File: src/rtl/mem_wb_pkg.sv
`default_nettype none
// ============================================================================
// Module      : mem_wb_pkg
// Description : Shared definitions for the MEM/WB pipeline stage: occupancy
//               state encoding, control-bundle bit positions and the payload
//               width helper.
// Ports       : none (package)
// Revision    : 1.0 - initial release
// ============================================================================
package mem_wb_pkg;

    // State encoding doubles as the occupancy count (0, 1 or 2 entries).
    localparam logic [1:0] ST_EMPTY = 2'd0;
    localparam logic [1:0] ST_ONE   = 2'd1;
    localparam logic [1:0] ST_TWO   = 2'd2;

    // Position of the write-back enable inside the control bundle.
    localparam int CTRL_WB_BIT = 0;

    typedef enum logic [1:0] {
        S_EMPTY = ST_EMPTY,
        S_ONE   = ST_ONE,
        S_TWO   = ST_TWO
    } state_e;

    // Width of one packed {ctrl, data, dst} entry.
    function automatic int PAY_W(input int ctrl_w, input int data_w, input int addr_w);
        return ctrl_w + data_w + addr_w;
    endfunction

endpackage
`default_nettype wire

File: src/rtl/pipe_payload_reg.sv
`default_nettype none
// ============================================================================
// Module      : pipe_payload_reg
// Description : Falling-edge payload register with load enable and
//               asynchronous active-low clear.
// Ports       : clk    - stage clock (state changes on falling edge)
//               rst_n  - asynchronous active-low clear
//               ld_i   - load enable
//               d_i    - payload to capture
//               q_o    - held payload
// Revision    : 1.0 - initial release
// ============================================================================
module pipe_payload_reg #(
    parameter int W = 8
) (
    input  logic         clk,
    input  logic         rst_n,
    input  logic         ld_i,
    input  logic [W-1:0] d_i,
    output logic [W-1:0] q_o
);

    logic [W-1:0] data_q;

    always_ff @(negedge clk or negedge rst_n) begin
        if (!rst_n) begin
            data_q <= '0;
        end else if (ld_i) begin
            data_q <= d_i;
        end
    end

    assign q_o = data_q;

endmodule
`default_nettype wire

File: src/rtl/mem_wb_pipe.sv
`default_nettype none
// ============================================================================
// Module      : mem_wb_pipe
// Description : MEM/WB pipeline stage with valid/ready handshake, synchronous
//               flush and an optional one-entry skid buffer. Strict FIFO order;
//               control bits are forced to zero whenever no entry is valid.
// Ports       : clk, rst_n               - falling-edge clock, async low reset
//               in_valid/in_ready        - MEM-side handshake
//               in_ctrl/in_data/in_dst   - MEM-side payload
//               flush                    - squash all held entries
//               out_valid/out_ready      - WB-side handshake
//               out_ctrl/out_data/out_dst- WB-side payload
//               occupancy                - entries held (0..2)
// Revision    : 1.0 - initial release
// ============================================================================
module mem_wb_pipe
    import mem_wb_pkg::*;
#(
    parameter int DATA_W = 32,
    parameter int ADDR_W = 5,
    parameter int CTRL_W = 1,
    parameter int SKID   = 1
) (
    input  logic              clk,
    input  logic              rst_n,
    input  logic              in_valid,
    output logic              in_ready,
    input  logic [CTRL_W-1:0] in_ctrl,
    input  logic [DATA_W-1:0] in_data,
    input  logic [ADDR_W-1:0] in_dst,
    input  logic              flush,
    output logic              out_valid,
    input  logic              out_ready,
    output logic [CTRL_W-1:0] out_ctrl,
    output logic [DATA_W-1:0] out_data,
    output logic [ADDR_W-1:0] out_dst,
    output logic [1:0]        occupancy
);

    localparam int PW = PAY_W(CTRL_W, DATA_W, ADDR_W);

    logic [PW-1:0] in_pay;
    logic [PW-1:0] main_q;
    logic [PW-1:0] main_d;
    logic [PW-1:0] skid_q;
    logic          main_ld;
    logic          skid_ld;

    state_e        state_q;
    state_e        state_d;
    logic          valid_q;
    logic          rdy_q;
    logic [1:0]    occ_q;

    logic          acc;
    logic          con;

    assign in_pay = {in_ctrl, in_data, in_dst};
    assign acc    = in_valid & in_ready;
    assign con    = valid_q & out_ready;

    // Next-state and load-enable decode. Flush wins over everything; the data
    // registers are left untouched so they simply hold stale contents.
    always_comb begin
        state_d = state_q;
        main_ld = 1'b0;
        skid_ld = 1'b0;
        main_d  = in_pay;
        if (flush) begin
            state_d = S_EMPTY;
        end else begin
            case (state_q)
                S_EMPTY: begin
                    if (acc) begin
                        state_d = S_ONE;
                        main_ld = 1'b1;
                    end
                end
                S_ONE: begin
                    // Without a skid register acc in ONE implies con, so the
                    // first branch is only reachable when SKID is enabled.
                    if (acc && !con && (SKID != 0)) begin
                        state_d = S_TWO;
                        skid_ld = 1'b1;
                    end else if (acc) begin
                        main_ld = 1'b1;
                    end else if (con) begin
                        state_d = S_EMPTY;
                    end
                end
                S_TWO: begin
                    // Skid entry moves up to the head; it is never overtaken.
                    if (con) begin
                        state_d = S_ONE;
                        main_ld = 1'b1;
                        main_d  = skid_q;
                    end
                end
                default: state_d = S_EMPTY;
            endcase
        end
    end

    always_ff @(negedge clk or negedge rst_n) begin
        if (!rst_n) begin
            state_q <= S_EMPTY;
            valid_q <= 1'b0;
            rdy_q   <= 1'b1;
            occ_q   <= 2'd0;
        end else begin
            state_q <= state_d;
            valid_q <= (state_d != S_EMPTY);
            rdy_q   <= (state_d != S_TWO);
            // State encoding equals the number of entries held.
            occ_q   <= state_d;
        end
    end

    pipe_payload_reg #(.W(PW)) u_main (
        .clk   (clk),
        .rst_n (rst_n),
        .ld_i  (main_ld),
        .d_i   (main_d),
        .q_o   (main_q)
    );

    if (SKID != 0) begin : g_skid
        pipe_payload_reg #(.W(PW)) u_skid (
            .clk   (clk),
            .rst_n (rst_n),
            .ld_i  (skid_ld),
            .d_i   (in_pay),
            .q_o   (skid_q)
        );
        // Registered ready: no combinational path from out_ready.
        assign in_ready = rdy_q;
    end else begin : g_no_skid
        assign skid_q   = '0;
        // Single register: accept whenever the slot is free or being drained.
        assign in_ready = !valid_q | out_ready;
    end

    assign out_valid = valid_q;
    assign out_ctrl  = main_q[PW-1 -: CTRL_W] & {CTRL_W{valid_q}};
    assign out_data  = main_q[ADDR_W +: DATA_W];
    assign out_dst   = main_q[ADDR_W-1:0];
    assign occupancy = occ_q;

endmodule
`default_nettype wire

File: config.mk
export PLATFORM = sky130hd
export DESIGN_NAME = mem_wb_pipe
export DESIGN_NICKNAME = d
export VERILOG_FILES = /design/src/rtl/mem_wb_pkg.sv /design/src/rtl/pipe_payload_reg.sv /design/src/rtl/mem_wb_pipe.sv
export SDC_FILE = /design/constraint.sdc
export NUM_CORES = 1
export LEC_CHECK = 0
export ABC_AREA = 1
export BUFFER_PORTS_ARGS = -buffer_cell sky130_fd_sc_hd__buf_2
export CORE_MARGIN = 3
export CORE_UTILIZATION = 49
export DETAILED_ROUTE_END_ITERATION = 8
export PLACE_DENSITY = 0.76
export SLEW_MARGIN = 20
export SYNTH_ARGS = -nofsm -noshare
export SYNTH_HDL_FRONTEND = slang
export SYNTH_SLANG_ARGS = --single-unit
File: constraint.sdc
create_clock -name clk -period 1.24 [get_ports clk]
set_input_delay 0 -clock clk [delete_from_list [all_inputs] [get_ports clk]]
set_output_delay 0 -clock clk [all_outputs]
set_load 0.01 [all_outputs]
# Word level (Yosys, flattened, before mapping)

Index checks and enable logic that the tools add are counted.

Flip-flop bits (word level): 80
Bits in latches: 0
RAM bits: 0
ROM bits: 0
Logic and storage cells: 33
Memories: 0

Add/sub/neg operators: 0
Multipliers: 0
Div/mod/pow operators: 0
Order comparisons: 0
Equality and inequality tests: 3
Shift operators: 0
Muxes and demuxes: 18
Bitwise logic cells: 3
Reductions and logical operators: 4

Operators by type and width:

| kind                                                 | count |
|---|---|
| two-way mux 38 bit                                   | 3 |
| two-way mux 2 bit                                    | 6 |
| two-way mux 1 bit                                    | 7 |
| case mux 2 bit (3 select lines)                      | 1 |
| bitwise AND 1 bit                                    | 3 |
| case mux 1 bit (3 select lines)                      | 1 |
| equality test 2 x 1 -> 1 bit (second input constant) | 1 |
| equality test 2 bit (second input constant)          | 1 |
| zero test 2 bit                                      | 1 |
| inequality test 2 bit (second input constant)        | 1 |
| nonzero test 2 bit                                   | 1 |
| logical AND 1 bit                                    | 1 |
| zero test 1 bit                                      | 1 |

# Logic depth before layout (Yosys ltp)

Gate-level depths: netlist of the first run.

Depth after elaboration: 7
Mapped depth: 9

# Cells and area by module

From an unflattened synthesis of the first run, not the netlist that was laid out.

Cells, all modules: 482
Area total of the unflattened synthesis: 3739.8 um^2

By module, submodules not included:

| module           | instances | cells each | area each (um^2) | seq. area each (um^2) |
|---|---|---|---|---|
| pipe_payload_reg | 2         | 161        | 1452.6           | 950.9 |
| mem_wb_pipe      | 1         | 160        | 834.6            | 101.3 |

==> impl_metrics.yaml, run 1 <==
clock_tree:
  root_buffer: "clkbuf_8"
  htreeDepth: 3
  cts_tree: "built"
  clock_path_buffers: 2
  clk_pin_slew_ns: 0.06
  hold_buffers: 0
  clock_sinks: 80
  clk_latency_ns: 0.40
  numCtsBuffers: 9
yosys:
  synthesis.nets: 565
  ys_ff_latch: 80
  synth_area_um2: 3980
  yosysWarnings: 0
  synth_cell_types: 16
  yosys.area_share.simple: 0.368
  synth_compound_area_frac: 0.00597
  muxShareOfSynthArea: 0
  syn_inst: 522
  ys_seq_area_frac: 0.503
  synth_top_family_by_area: "simple AND/OR/NAND/NOR gates"
  avgSynthCellArea_um2: 7.62
  yosys.area_share.adder: 0
  synth_xor_area_frac: 0
  yosysTopAreaCell: "dfrtn_1"
  synth.top_cell.area_share: 0.497
  synth.area.top_cells: "dfrtn_1 50%, nand2_1 26%, nand3_1 9.9%, buf_4 8.3%, buf_2 2.1%"
finish:
  n_antenna_cell: 0
  area_growth_pct: 47.4
  fill_cells: 533
  fin_nets: 695
  drive_above_1_share: 0.367
power:
  p_clk_frac: 0.213
  internal_power_w: 0.00619
  design_power_total_w: 0.00942
  p_comb_frac: 0.349
  p_per_area_nw_per_um2: 1610
  seqPwrFrac: 0.438
  p_leak_nw: 3.26
  power.switching_w: 0.00323
  peakVddDrop_v: 0.000894
  switching_share: 0.343
worst_setup_path:
  cp.arrival_ns: 2.59
  start_kind: "flip-flop"
  crit_required_ns: 2.06
  criticalPathCategory: "flip-flop to flip-flop"
  path_max_fanout: 7
  crit_path_end_kind: "flip-flop"
drt:
  drc_errors: 0
  drtAntennaViolNets: 0
  drt_first_pass_iters: 5
  routed_wl_um: 14700
  drt_iter0_drc: 442
  wl_per_cell_um: 19.4
  viasPerCell: 5.56
  vias: 4217
timing:
  fin_hold_ws_ns: 0.0268
  fin_ws_ns: -0.534
  max_freq_mhz: 564
  clock_skew_ns: 0.0560
  fin_crit_sh: 1.43
  timing.final.crit_period_ns: 1.77
  rsz0062_at_grt: "yes"
  slew_headroom: 0.789
  slew_viol_final: 0
  setup_viol: 122
  finalHoldViolCount: 0
  tightestPinTransition_ns: 0.316
global_route:
  grt_pass1_wl_um: 19900
  antenna_found_initial: 0
  grt_overflow: 0
  grt_pass1_vias: 4005
  grt_start_max_net_pins: 36
  grtUsageTotal: 0.289
flow_run:
  drv_cap: 0
placed_design:
  port_buffers: 84
  gpl.final_weighted_congestion: 0.838
  hpwl_um: 6450
floorplan:
  die_area_um2: 9240
  die_w_um: 96.1
  num_io_pins: 85
  start_util: 0.510
  placementRows: 32
  die_h_um: 96.1
  coreArea_um2: 7810
hold_path:
  hold_path_class: "input port to async pin"
status:
  violations: "negative setup slack"
  outcome: "complete, but fails checks"
## timing repair
action                     4_1_cts  5_1_grt
setup endpoints to repair      121      122
resized for setup               56       25
cloned                          12        4
pin swaps                        7       10
setup buffers                   36       23
## area by class of cell
| class | count | area (um^2) | area share |
|---|---|---|---|
| sequential | 80 | 2000 | 0.342 |
| multi-input combinational | 367 | 1700 | 0.289 |
| inverter | 6 | 32.5 | 0.00555 |
| clock inverter | 7 | 62.6 | 0.0107 |
| clock buffer | 10 | 138 | 0.0235 |
| tap | 102 | 128 | 0.0218 |
| timing repair buffer | 187 | 1800 | 0.308 |
## synth_stat cells, drive strengths merged
cell / number
a21oi: 3
buf: 64
clkbuf: 5
dfrtn: 79
dfstp: 1
inv: 7
nand2: 278
nand3: 79
nor2: 5
o21ai: 1
## kinds of logic after synthesis
group	after synthesis
and+or+nand+nor	362
DFF	80
buffers and inverters	76
AOI/OAI and AO/OA	4
## layout by cell type (no fill, tap or decap), types with 2 or more instances in the layout
cell | netlist | routed
buf_12 | 0 | 17
clkbuf_16 | 0 | 3
nor2_4 | 0 | 6
buf_4 | 44 | 54
nand2_1 | 278 | 262
nand2_2 | 0 | 9
inv_6 | 0 | 2
inv_2 | 1 | 2
buf_2 | 17 | 76
nand3_2 | 0 | 9
buf_8 | 0 | 2
dfrtn_1 | 79 | 79
clkinv_2 | 0 | 4
buf_16 | 0 | 11
a21oi_1 | 2 | 2
inv_1 | 6 | 3
nand2_8 | 0 | 3
nand3_1 | 79 | 70
nand2_4 | 0 | 4
buf_6 | 2 | 24
clkbuf_8 | 0 | 10
## metal layers
metal / GRT usage / part of all wire / vias to the layer above / wire [um]
met3: 0.0586 / 0.11 / 79 / 1570
met5: 0 / 0 / - / 0
met4: 0.143 / 0.053 / 0 / 775
li1: - / - / 1859 / -
met2: 0.467 / 0.47 / 307 / 6960
met1: 0.369 / 0.37 / 1972 / 5400
## state kept, by name (all words and copies together), names as in the netlist
name and count:
g_skid.u_skid.q_o 38, in_ready 1, out_valid 1, u_main.q_o 38
occupancy 2
## power by group through the flow
| stage | registers, W | logic, W | clock network [W] |
|---|---|---|---|
| detailed placement | 0.00409 | 0.00205 | 0.0000101 |
| global route | 0.00422 | 0.00357 | 0.00214 |
| finish | 0.00413 | 0.00329 | 0.00200 |
| floorplan | 0.00400 | 0.00169 | 0.0000101 |
| CTS | 0.00404 | 0.00274 | 0.00199 |
| global placement | 0.00407 | 0.00198 | 0.0000101 |
## per-stage QoR
step                      utilization  area, um^2  TNS, ns  std cells  worst slack (ns)
after floorplan                     -        4090    -9.92        522            -0.168
after global placement          0.569        4450   -37.32        669            -0.643
after detailed placement        0.569        4450   -38.80        669            -0.684
after CTS                       0.701        5470   -40.34        732            -0.495
after global routing            0.751        5860   -53.66        759            -0.581
final                           0.751        5860   -47.83        759            -0.534
## worst paths after layout
check	startpoint	endpoint	slack, ns	cells past startpoint
setup / recovery	occupancy[1]	g_skid.u_skid.q_o[4]	-0.53	11
hold / removal	rst_n	u_main.q_o[10]	0.03	1
setup reg to reg	occupancy[1]	g_skid.u_skid.q_o[4]	-0.53	11
hold reg to reg	g_skid.u_skid.q_o[28]	g_skid.u_skid.q_o[28]	0.42	2
max in group asynchronous	rst_n	u_main.q_o[15]	0.72	2
min in group clk	in_data[9]	g_skid.u_skid.q_o[14]	0.40	3
## critical path, cell delays in order (launching register included)
cell and delay, ns:
dfrtn_1 0.51, buf_6 0.14, inv_6 0.04, buf_6 0.11, nand2_4 0.06, nor2_4 0.05
buf_4 0.13, buf_6 0.13, buf_8 0.13, buf_8 0.14, nand3_1 0.09, nand2_1 0.07
Note: power is estimated with default switching activity, not from simulation.
==> run 2: changes to the inputs <==
Settings changed: GPL_TIMING_DRIVEN set to 0, REMOVE_ABC_BUFFERS set to 1.
==> impl_metrics.yaml, run 2 (same netlist as run 1, synthesis figures left out) <==
clock_tree:
  clk_pin_slew_ns: 0.06
  cts_tree: "built"
  htreeDepth: 3
  clock_path_buffers: 2
  root_buffer: "clkbuf_8"
  clock_sinks: 80
  clk_latency_ns: 0.39
  hold_buffers: 0
  numCtsBuffers: 9
timing:
  slew_viol_final: 0
  setup_viol: 122
  fin_ws_ns: -0.477
  slew_headroom: 0.641
  max_freq_mhz: 582
  finalHoldViolCount: 0
  fin_crit_sh: 1.38
  setup_tns_ns: -43.00
  tightestPinTransition_ns: 0.538
  timing.final.crit_period_ns: 1.72
  clock_skew_ns: 0.0641
  rsz0062_at_grt: "yes"
finish:
  fill_cells: 493
  area_growth_pct: 53.1
  stdcell_area_um2: 6090
  layout_commonest_cell: "nand2_1"
  fin_util: 0.780
  fin_nets: 687
  n_antenna_cell: 0
  drive_above_1_share: 0.483
  fin_cells: 750
  mostFrequentLayoutCells: "173 x nand2_1, 85 x nand2_2, 79 x dfrtn_1"
drt:
  drt_first_pass_iters: 7
  drtAntennaViolNets: 0
  vias: 4291
  drt_iter0_drc: 356
  viasPerCell: 5.72
  drc_errors: 0
  wl_per_cell_um: 20.2
  routed_wl_um: 15100
floorplan:
  die_h_um: 96.1
  die_w_um: 96.1
  num_io_pins: 85
  placementRows: 32
  coreArea_um2: 7810
  die_area_um2: 9240
  start_util: 0.510
placed_design:
  port_buffers: 84
  gpl.final_weighted_congestion: 0.723
  place_inst: 644
  hpwl_um: 5740
  placedInstanceArea_um2: 4230
power:
  p_comb_frac: 0.381
  seqPwrFrac: 0.425
  internal_power_w: 0.00643
  p_clk_frac: 0.194
  p_per_area_nw_per_um2: 1650
  power.switching_w: 0.00363
  switching_share: 0.361
  peakVddDrop_v: 0.000925
  p_leak_nw: 3.15
flow_run:
  drv_cap: 0
worst_setup_path:
  crit_path_end_kind: "flip-flop"
  start_kind: "flip-flop"
  crit_required_ns: 2.05
  reg2reg_depth: 7
  cp.arrival_ns: 2.53
  criticalPathCategory: "flip-flop to flip-flop"
  path_max_fanout: 19
global_route:
  grtUsageTotal: 0.304
  grt_pass1_vias: 3793
  antenna_found_initial: 0
  grt_overflow: 0
  grt_start_max_net_pins: 50
  grt_pass1_wl_um: 20600
status:
  outcome: "complete, but fails checks"
  violations: "negative setup slack"
hold_path:
  hold_path_class: "input port to async pin"
-- run 2: changes by cell type in the layout (fill, tap and decap cells not counted), sizes merged --
cell,change
buf,-24
bufbuf,+1
clkbuf,+1
clkinv,-4
clkinvlp,+2
inv,-1
nand2,+14
nand3,+1
nor2,+1
-- run 2: final cells by class --
cell class                 instances  area [um^2]  area share
timing repair buffer             163         1420       0.233
tap                              102          128      0.0210
multi-input combinational        383         2290       0.377
clock inverter                     4         46.3     0.00760
inverter                           6         51.3     0.00842
sequential                        80         2000       0.329
clock buffer                      12          145      0.0238
-- run 2: through the flow --
step	hold slack (ns)	power [W]	setup slack (ns)
2_1_floorplan	0.216	0.00512	-1.49
3_3_place_gp	0.414	0.00581	-2.57
3_5_place_dp	0.419	0.00603	-1.46
4_1_cts	0.122	0.00901	-0.418
5_1_grt	0.130	0.0106	-0.583
6_report	0.114	0.0101	-0.477
-- run 2: timing repair --
item / 4_1_cts / 5_1_grt
endpoints found under the hold margin: 0 / 0
gates cloned: 20 / 1
setup endpoints to repair: 122 / 122
gates resized for setup: 82 / 112
setup buffers: 47 / 26
pin swaps: 12 / 26
-- run 2: metal layers --
metal  track usage  wire, um
met5             0         0
met4         0.165       810
met3        0.0797      1500
met2         0.476      7190
met1         0.384      5620
-- run 2: worst paths after layout --
path                                           start               endpoint  slack [ns]
worst max-delay path                    occupancy[0]         u_main.q_o[19]       -0.48
worst min-delay path                           rst_n           occupancy[0]        0.11
worst max register to register          occupancy[0]         u_main.q_o[19]       -0.48
worst min register to register  g_skid.u_skid.q_o[2]   g_skid.u_skid.q_o[2]        0.43
max in group asynchronous                      rst_n         u_main.q_o[36]        0.49
min in group clk                         in_data[30]  g_skid.u_skid.q_o[35]        0.41
-- run 2: critical path, stage by stage, from the launching register on --
cell and delay, ns:
dfrtn_1 0.37, buf_4 0.17, nor2_4 0.27, nand3_4 0.34, nand2_1 0.19, nand2_1 0.07, nand2_1 0.09, nand2_1 0.06
-- run 2: power groups by stage --
stage	registers, W	clock network, W	logic [W]
2_1_floorplan	0.00420	0.0000101	0.000914
3_3_place_gp	0.00404	0.0000101	0.00176
3_5_place_dp	0.00410	0.0000101	0.00192
4_1_cts	0.00406	0.00195	0.00301
5_1_grt	0.00436	0.00207	0.00413
6_report	0.00427	0.00196	0.00383
